--- src/rtl/pipeline_pkg.sv ---
// Shared pipeline types.
//   hazard_state_e      : hazard controller FSM states (RUN, FLUSH, MEM_WAIT)
//   hazard_ctrl_signals : the six stall/flush enables driven by hazard_ctrl
package pipeline;

    typedef enum logic [1:0] {
        RUN      = 2'd0,
        FLUSH    = 2'd1,
        MEM_WAIT = 2'd2
    } hazard_state_e;

    typedef struct packed {
        logic pc_stall;
        logic if_id_stall;
        logic id_ex_stall;
        logic ex_mem_stall;
        logic if_id_flush;
        logic id_ex_flush;
    } hazard_ctrl_signals;

endpackage

--- src/rtl/perf_counter.sv ---
// 32-bit wrapping event counter.
//   clk, rst_n : clock, asynchronous active-low reset
//   en         : count this cycle
//   count      : current count, wraps at 2^32
module perf_counter (
    input  logic        clk,
    input  logic        rst_n,
    input  logic        en,
    output logic [31:0] count
);

    logic [31:0] count_reg;

    always_ff @(posedge clk or negedge rst_n) begin
        if (!rst_n) begin
            count_reg <= '0;
        end else if (en) begin
            count_reg <= count_reg + 32'd1;
        end
    end

    assign count = count_reg;

endmodule

--- src/rtl/hazard_ctrl.sv ---
// Pipeline hazard controller: drives stall/flush enables for PC, IF/ID,
// ID/EX and EX/MEM from the decode/execute/memory stage status.
//   id_valid, id_rs1_addr, id_rs2_addr   : ID stage instruction and sources
//   ex_valid, ex_rd_addr, ex_mm_re       : EX stage instruction, dest, is-load
//   ex_redirect                          : EX resolved jump / taken branch
//   mem_req, mem_ack                     : MEM stage access and its completion
//   pc_stall, *_stall, *_flush           : pipeline register enables (Mealy)
//   mem_timeout                          : sticky, memory wait too long
//   perf_stall_cnt, perf_flush_cnt       : cycles with any stall / any flush
// Priority each cycle: memory wait > redirect > load-use.
module hazard_ctrl
    import pipeline::*;
#(
    parameter int REG_ADDR_W   = 5,
    parameter int FLUSH_CYCLES = 1,
    parameter int MEM_TIMEOUT  = 255
) (
    input  logic                  clk,
    input  logic                  rst_n,
    input  logic                  id_valid,
    input  logic [REG_ADDR_W-1:0] id_rs1_addr,
    input  logic [REG_ADDR_W-1:0] id_rs2_addr,
    input  logic                  ex_valid,
    input  logic [REG_ADDR_W-1:0] ex_rd_addr,
    input  logic                  ex_mm_re,
    input  logic                  ex_redirect,
    input  logic                  mem_req,
    input  logic                  mem_ack,
    output logic                  pc_stall,
    output logic                  if_id_stall,
    output logic                  id_ex_stall,
    output logic                  ex_mem_stall,
    output logic                  if_id_flush,
    output logic                  id_ex_flush,
    output logic                  mem_timeout,
    output logic [31:0]           perf_stall_cnt,
    output logic [31:0]           perf_flush_cnt
);

    localparam logic [2:0] FLUSH_LOAD = 3'(FLUSH_CYCLES);
    localparam logic [7:0] TIMEOUT_M1 = 8'(MEM_TIMEOUT - 1);
    localparam logic       TIMEOUT_EN = (MEM_TIMEOUT != 0);

    hazard_state_e      hz_state_reg, hz_state_next;
    logic [2:0]         flush_cnt_reg, flush_cnt_next;
    logic [7:0]         wait_cnt_reg, wait_cnt_next;
    logic               mem_timeout_reg, mem_timeout_next;
    hazard_ctrl_signals ctl;
    logic               mem_wait;
    logic               load_use;

    assign mem_wait = mem_req && !mem_ack;
    assign load_use = id_valid && ex_valid && ex_mm_re && (ex_rd_addr != '0) &&
                      ((id_rs1_addr == ex_rd_addr) || (id_rs2_addr == ex_rd_addr));

    always_ff @(posedge clk or negedge rst_n) begin
        if (!rst_n) begin
            hz_state_reg    <= RUN;
            flush_cnt_reg   <= '0;
            wait_cnt_reg    <= '0;
            mem_timeout_reg <= 1'b0;
        end else begin
            hz_state_reg    <= hz_state_next;
            flush_cnt_reg   <= flush_cnt_next;
            wait_cnt_reg    <= wait_cnt_next;
            mem_timeout_reg <= mem_timeout_next;
        end
    end

    always_comb begin
        ctl              = '0;
        hz_state_next    = hz_state_reg;
        flush_cnt_next   = flush_cnt_reg;
        wait_cnt_next    = '0;
        mem_timeout_next = mem_timeout_reg;

        if (mem_wait) begin
            // Freeze the whole pipe; a pending squash count survives the wait.
            ctl.pc_stall     = 1'b1;
            ctl.if_id_stall  = 1'b1;
            ctl.id_ex_stall  = 1'b1;
            ctl.ex_mem_stall = 1'b1;
            hz_state_next    = MEM_WAIT;
            // The entry cycle counts as a wait cycle; saturate so it never wraps.
            wait_cnt_next    = (wait_cnt_reg == 8'hFF) ? wait_cnt_reg : wait_cnt_reg + 8'd1;
            if (TIMEOUT_EN && (hz_state_reg == MEM_WAIT) && (wait_cnt_reg >= TIMEOUT_M1)) begin
                mem_timeout_next = 1'b1;
            end
        end else if (ex_redirect) begin
            // Squash both younger stages; load-use is irrelevant on a wrong path.
            ctl.if_id_flush = 1'b1;
            ctl.id_ex_flush = 1'b1;
            flush_cnt_next  = FLUSH_LOAD;
            hz_state_next   = (FLUSH_LOAD != 3'd0) ? FLUSH : RUN;
        end else begin
            case (hz_state_reg)
                MEM_WAIT: begin
                    hz_state_next = (flush_cnt_reg != 3'd0) ? FLUSH : RUN;
                end
                FLUSH: begin
                    ctl.if_id_flush = 1'b1;
                    if (flush_cnt_reg != 3'd0) begin
                        flush_cnt_next = flush_cnt_reg - 3'd1;
                    end
                    hz_state_next = (flush_cnt_reg <= 3'd1) ? RUN : FLUSH;
                end
                default: begin
                    hz_state_next = RUN;
                end
            endcase
            // Hold the consumer in ID and insert a bubble so the load reaches MEM.
            if ((hz_state_reg != MEM_WAIT) && load_use) begin
                ctl.pc_stall    = 1'b1;
                ctl.if_id_stall = 1'b1;
                ctl.id_ex_flush = 1'b1;
            end
        end
    end

    assign pc_stall     = ctl.pc_stall;
    assign if_id_stall  = ctl.if_id_stall;
    assign id_ex_stall  = ctl.id_ex_stall;
    assign ex_mem_stall = ctl.ex_mem_stall;
    assign if_id_flush  = ctl.if_id_flush;
    assign id_ex_flush  = ctl.id_ex_flush;
    assign mem_timeout  = mem_timeout_reg;

    // Index 0 counts stall cycles, index 1 counts flush cycles.
    logic [1:0]  perf_en;
    logic [31:0] perf_cnt [2];

    assign perf_en[0] = ctl.pc_stall | ctl.if_id_stall | ctl.id_ex_stall | ctl.ex_mem_stall;
    assign perf_en[1] = ctl.if_id_flush | ctl.id_ex_flush;

    generate
        for (genvar gi = 0; gi < 2; gi++) begin : g_perf
            perf_counter u_perf_counter (
                .clk   (clk),
                .rst_n (rst_n),
                .en    (perf_en[gi]),
                .count (perf_cnt[gi])
            );
        end
    endgenerate

    assign perf_stall_cnt = perf_cnt[0];
    assign perf_flush_cnt = perf_cnt[1];

endmodule

--- config.mk ---
export PLATFORM = sky130hd
export DESIGN_NAME = hazard_ctrl
export DESIGN_NICKNAME = d
export VERILOG_FILES = /design/src/rtl/pipeline_pkg.sv /design/src/rtl/perf_counter.sv /design/src/rtl/hazard_ctrl.sv
export SDC_FILE = /design/constraint.sdc
export NUM_CORES = 1
export LEC_CHECK = 0
export CORE_UTILIZATION = 50
export CTS_CLUSTER_DIAMETER = 60
export CTS_CLUSTER_SIZE = 8
export DETAILED_ROUTE_END_ITERATION = 10
export GPL_TIMING_DRIVEN = 0
export PLACE_DENSITY = 0.81
export SYNTH_ARGS = -nofsm -noshare
export SYNTH_HDL_FRONTEND = slang
export SYNTH_SLANG_ARGS = --single-unit
--- constraint.sdc ---
create_clock -name clk -period 3.25 [get_ports clk]
set_clock_uncertainty 0.2 [all_clocks]
set_input_delay 0.65 -clock clk [delete_from_list [all_inputs] [get_ports clk]]
set_output_delay 0.65 -clock clk [all_outputs]
set_load 0.02 [all_outputs]
==> impl_metrics.toml <==
[timing]
post-route-min-period_ps = 3244
setup_violations = 0
rsz0062_at_grt = "yes"
fmax_ghz = 0.3082
finalHoldViolCount = 0
worst_slew_pin_slew_ps = 1045
maxSlewHeadroom = 0.2970
finalCritPeriodShare = 0.9983
finalMaxSlewViolations = 0

[placed_design]
gp_congestion = 0.8220
dp_cells = 577
hpwl_mm = 6.372
io_buffers = 92

[power]
vdd_drop_max_v = 0.0005069
p_per_area_nw_per_um2 = 520.3
p_leak_nw = 2.310
finalPower_mw = 2.785

[setup_path]
arrival_ps = 2390
cp_num_buf_inv = 6
cpMostUsedCell = "buf_4"
endpoint_kind = "output pin"
start_kind = "input pin"
path_delay_family = "buffers and inverters"
max_stage_delay_ps = 440
slowest_stage = "clkdlybuf4s50_1"
crit_type = "input pin to output pin"
cp.required_ps = 2400
critPathMaxFanout = 10
worstPathCellList = "clkdlybuf4s50_1 -> xor2_1 -> nor3_2 -> a22oi_2 -> o31a_1 -> buf_6 -> buf_8 -> inv_1 -> buf_4 -> buf_4"

[synth]
synthSimpleGateAreaFrac = 0.2101
synth_area_um2 = 3960
syn_inst = 382
post_synth_num_cell_types = 43
synth-seq-cells = 78
synth_xor_area_frac = 0.1681
synth_top_area_cell = "dfrtp_1"
synth_fa_ha_area_frac = 0.02844
seq_area_frac_synth = 0.4929
synth_warnings = 0
synth.top_cell.area_share = 0.4929
synth.area.top_cells = "dfrtp_1, xor2_1, xnor2_1"
synthMuxAreaShare = 0.002844
synth.avg_cell_area_um2 = 10.37
synth.net_count = 414
synth_top_family_by_area = "simple AND/OR/NAND/NOR gates"
synth_compound_area_frac = 0.06698

[clock_tree]
htreeDepth = 3
clock_sinks = 78
clk_latency_ps = 350
clkTransAtPathRegs_ps = 80
cts_made_buffers = 9
cts-root-buf = "clkbuf_8"
cts_tree = "yes"
clockBufferDepth = 2

[final_layout]
final_cells = 596
diodes = 0
drive_gt1_frac = 0.09919
finalNetCount = 521
syn2layout_area_growth_pct = 35.17
largest_register_ff_count = 64

[die]
design.die.area_um2 = 8280
fp.coreArea_um2 = 7687
die_w_um = 91.00
die-height_um = 91.00
start_util = 0.5151
std_cell_rows = 32
io-pin-count = 94

[global_routing]
met2_usage = 0.3737
grt.busiest_layer = "met2"
grt_util_met3 = 0.03769
grt_pass1_wl_mm = 15.51
antenna_found_initial = 0
overflow = 0
grt_max_degree = 62
met1_usage = 0.3132
grtUsageTotal = 0.2356
grt_pass1_vias = 3165

[routing]
post_drt_wl_per_cell_um = 15.26
drcViolationCount = 0
first_pass_iters = 4
first_iter_violations = 142
wirelength_mm = 9.094
vias_per_cell = 5.475
vias = 3263
final_antenna_net_count = 0

[hold_path]
min_path_type = "flop to flop"

[run_status]
status = "complete, no violations"

[flow_run]
cap_viol_max_count = 0
[worst paths after layout]
| check | from | end | slack, ps | cells past startpoint |
|---|---|---|---|---|
| max reg2reg | hz_state_reg[0] | g_perf[0].u_perf_counter.count[14] | 570 | 9 |
| min | g_perf[0].u_perf_counter.count[31] | g_perf[0].u_perf_counter.count[31] | 280 | 1 |
| min reg2reg | g_perf[0].u_perf_counter.count[31] | g_perf[0].u_perf_counter.count[31] | 280 | 1 |
| max in group asynchronous | rst_n | g_perf[1].u_perf_counter.count[21] | 1760 | 3 |
| min in group asynchronous | rst_n | wait_cnt_reg[3] | 520 | 2 |
| max | id_rs2_addr[4] | pc_stall | 6 | 10 |
[synth_stat cells]
master     instances
dfrtp_1           78
o211ai_1           1
clkbuf_1           9
o31a_1             2
a21oi_1            7
nor2_1            19
or3_4              1
o21ai_0            3
buf_4              2
mux2_2             1
a2111oi_0          4
or4_1              1
nand4_4            1
nor4b_1            1
a211oi_1           9
o21bai_1           1
o21ai_1            2
nor4_2             5
xnor2_1           28
nand4_1           14
nand3_1           20
or3_1              2
o22ai_1            2
inv_1             14
a31oi_1            3
and3_1            14
ha_1               9
xor2_1            48
nor3_1            15
o31ai_1            1
nor4_1             9
nand2b_1           3
a2111oi_2          1
and4_4             1
a311oi_1           1
buf_2              4
and4_1             1
nand2_1           37
a22oi_1            1
and2_1             2
nor3b_1            3
nand3b_1           1
and4b_1            1
[stage by stage]
step / util / setup TNS (ps) / area [µm²] / hold slack, ps / setup WS [ps]
finish: 0.6963 / 0 / 5353 / 278.7 / 5.590
global route: 0.6963 / -97.45 / 5353 / 295.7 / -65.26
CTS: 0.6912 / 0 / 5314 / 285.6 / 1.184
detailed placement: 0.6548 / -4850 / 5034 / 264.6 / -1129
global placement: 0.6515 / -112540 / 5009 / 256.0 / -1391
floorplan: - / 0 / 3960 / 154.4 / 105.1
[timing repair]
item / in CTS / in global routing
endpoints found under the hold margin: 17 / 0
gates resized for setup: 26 / 11
hold buffers: 1 / 0
buffers inserted: 3 / 0
setup endpoints to repair: 5 / 4
pin swaps: 5 / 4
[cells in the final DEF (no fill, tap or decap), drive strengths merged, types with 3 or more instances in the layout]
cell           Yosys  routed
or3                3       3
nand3             20      20
clkdlybuf4s15      0       3
nor3b              3       3
clkbuf             9      18
and3              14      14
xor2              48      48
dlymetal6s2s       0       3
nand4             15      15
ha                 9       9
dfrtp             78      78
nor3              15      15
dlygate4sd2        0       3
nor4              14      14
clkinvlp           0       3
clkdlybuf4s50      0      80
a21oi              7       7
inv               14      13
o21ai              5       5
a2111oi            5       5
nand2             37      37
a211oi             9       9
buf                6      13
nor2              19      19
xnor2             28      28
nand2b             3       3
a31oi              3       3
[layer usage]
metal | vias to the layer above | share of wire | routed length [µm]
li1 | 1548 | - | -
met1 | 1588 | 0.45 | 4052
met2 | 104 | 0.48 | 4396
met3 | 23 | 0.048 | 434
met4 | 0 | 0.023 | 210
met5 | - | 0 | 0
[power by group]
| group | internal, mW | switching (mW) |
|---|---|---|
| registers | 1.09 | 0.150 |
| clock network | 0.451 | 0.353 |
| logic | 0.347 | 0.396 |
| total | 1.89 | 0.899 |
[cell families after synthesis]
| kind of cell | after synthesis |
|---|---|
| AOI/OAI and AO/OA | 38 |
| xor gates and xnor gates | 76 |
| adders and majority gates | 9 |
| buffers and inverters | 29 |
| DFF | 78 |
| muxes | 1 |
| and+or+nand+nor | 151 |
[final cells by class]
class | count | area (µm²)
Buffer | 14 | 81.33
Clock buffer | 10 | 137.6
Clock inverter | 6 | 85.08
Fill cell | 607 | 2335
Inverter | 14 | 56.30
Multi-Input combinational cell | 275 | 1938
Sequential cell | 78 | 1952
Tap cell | 102 | 127.6
Timing Repair Buffer | 97 | 974.7
Power figures use the tool's default switching activity.
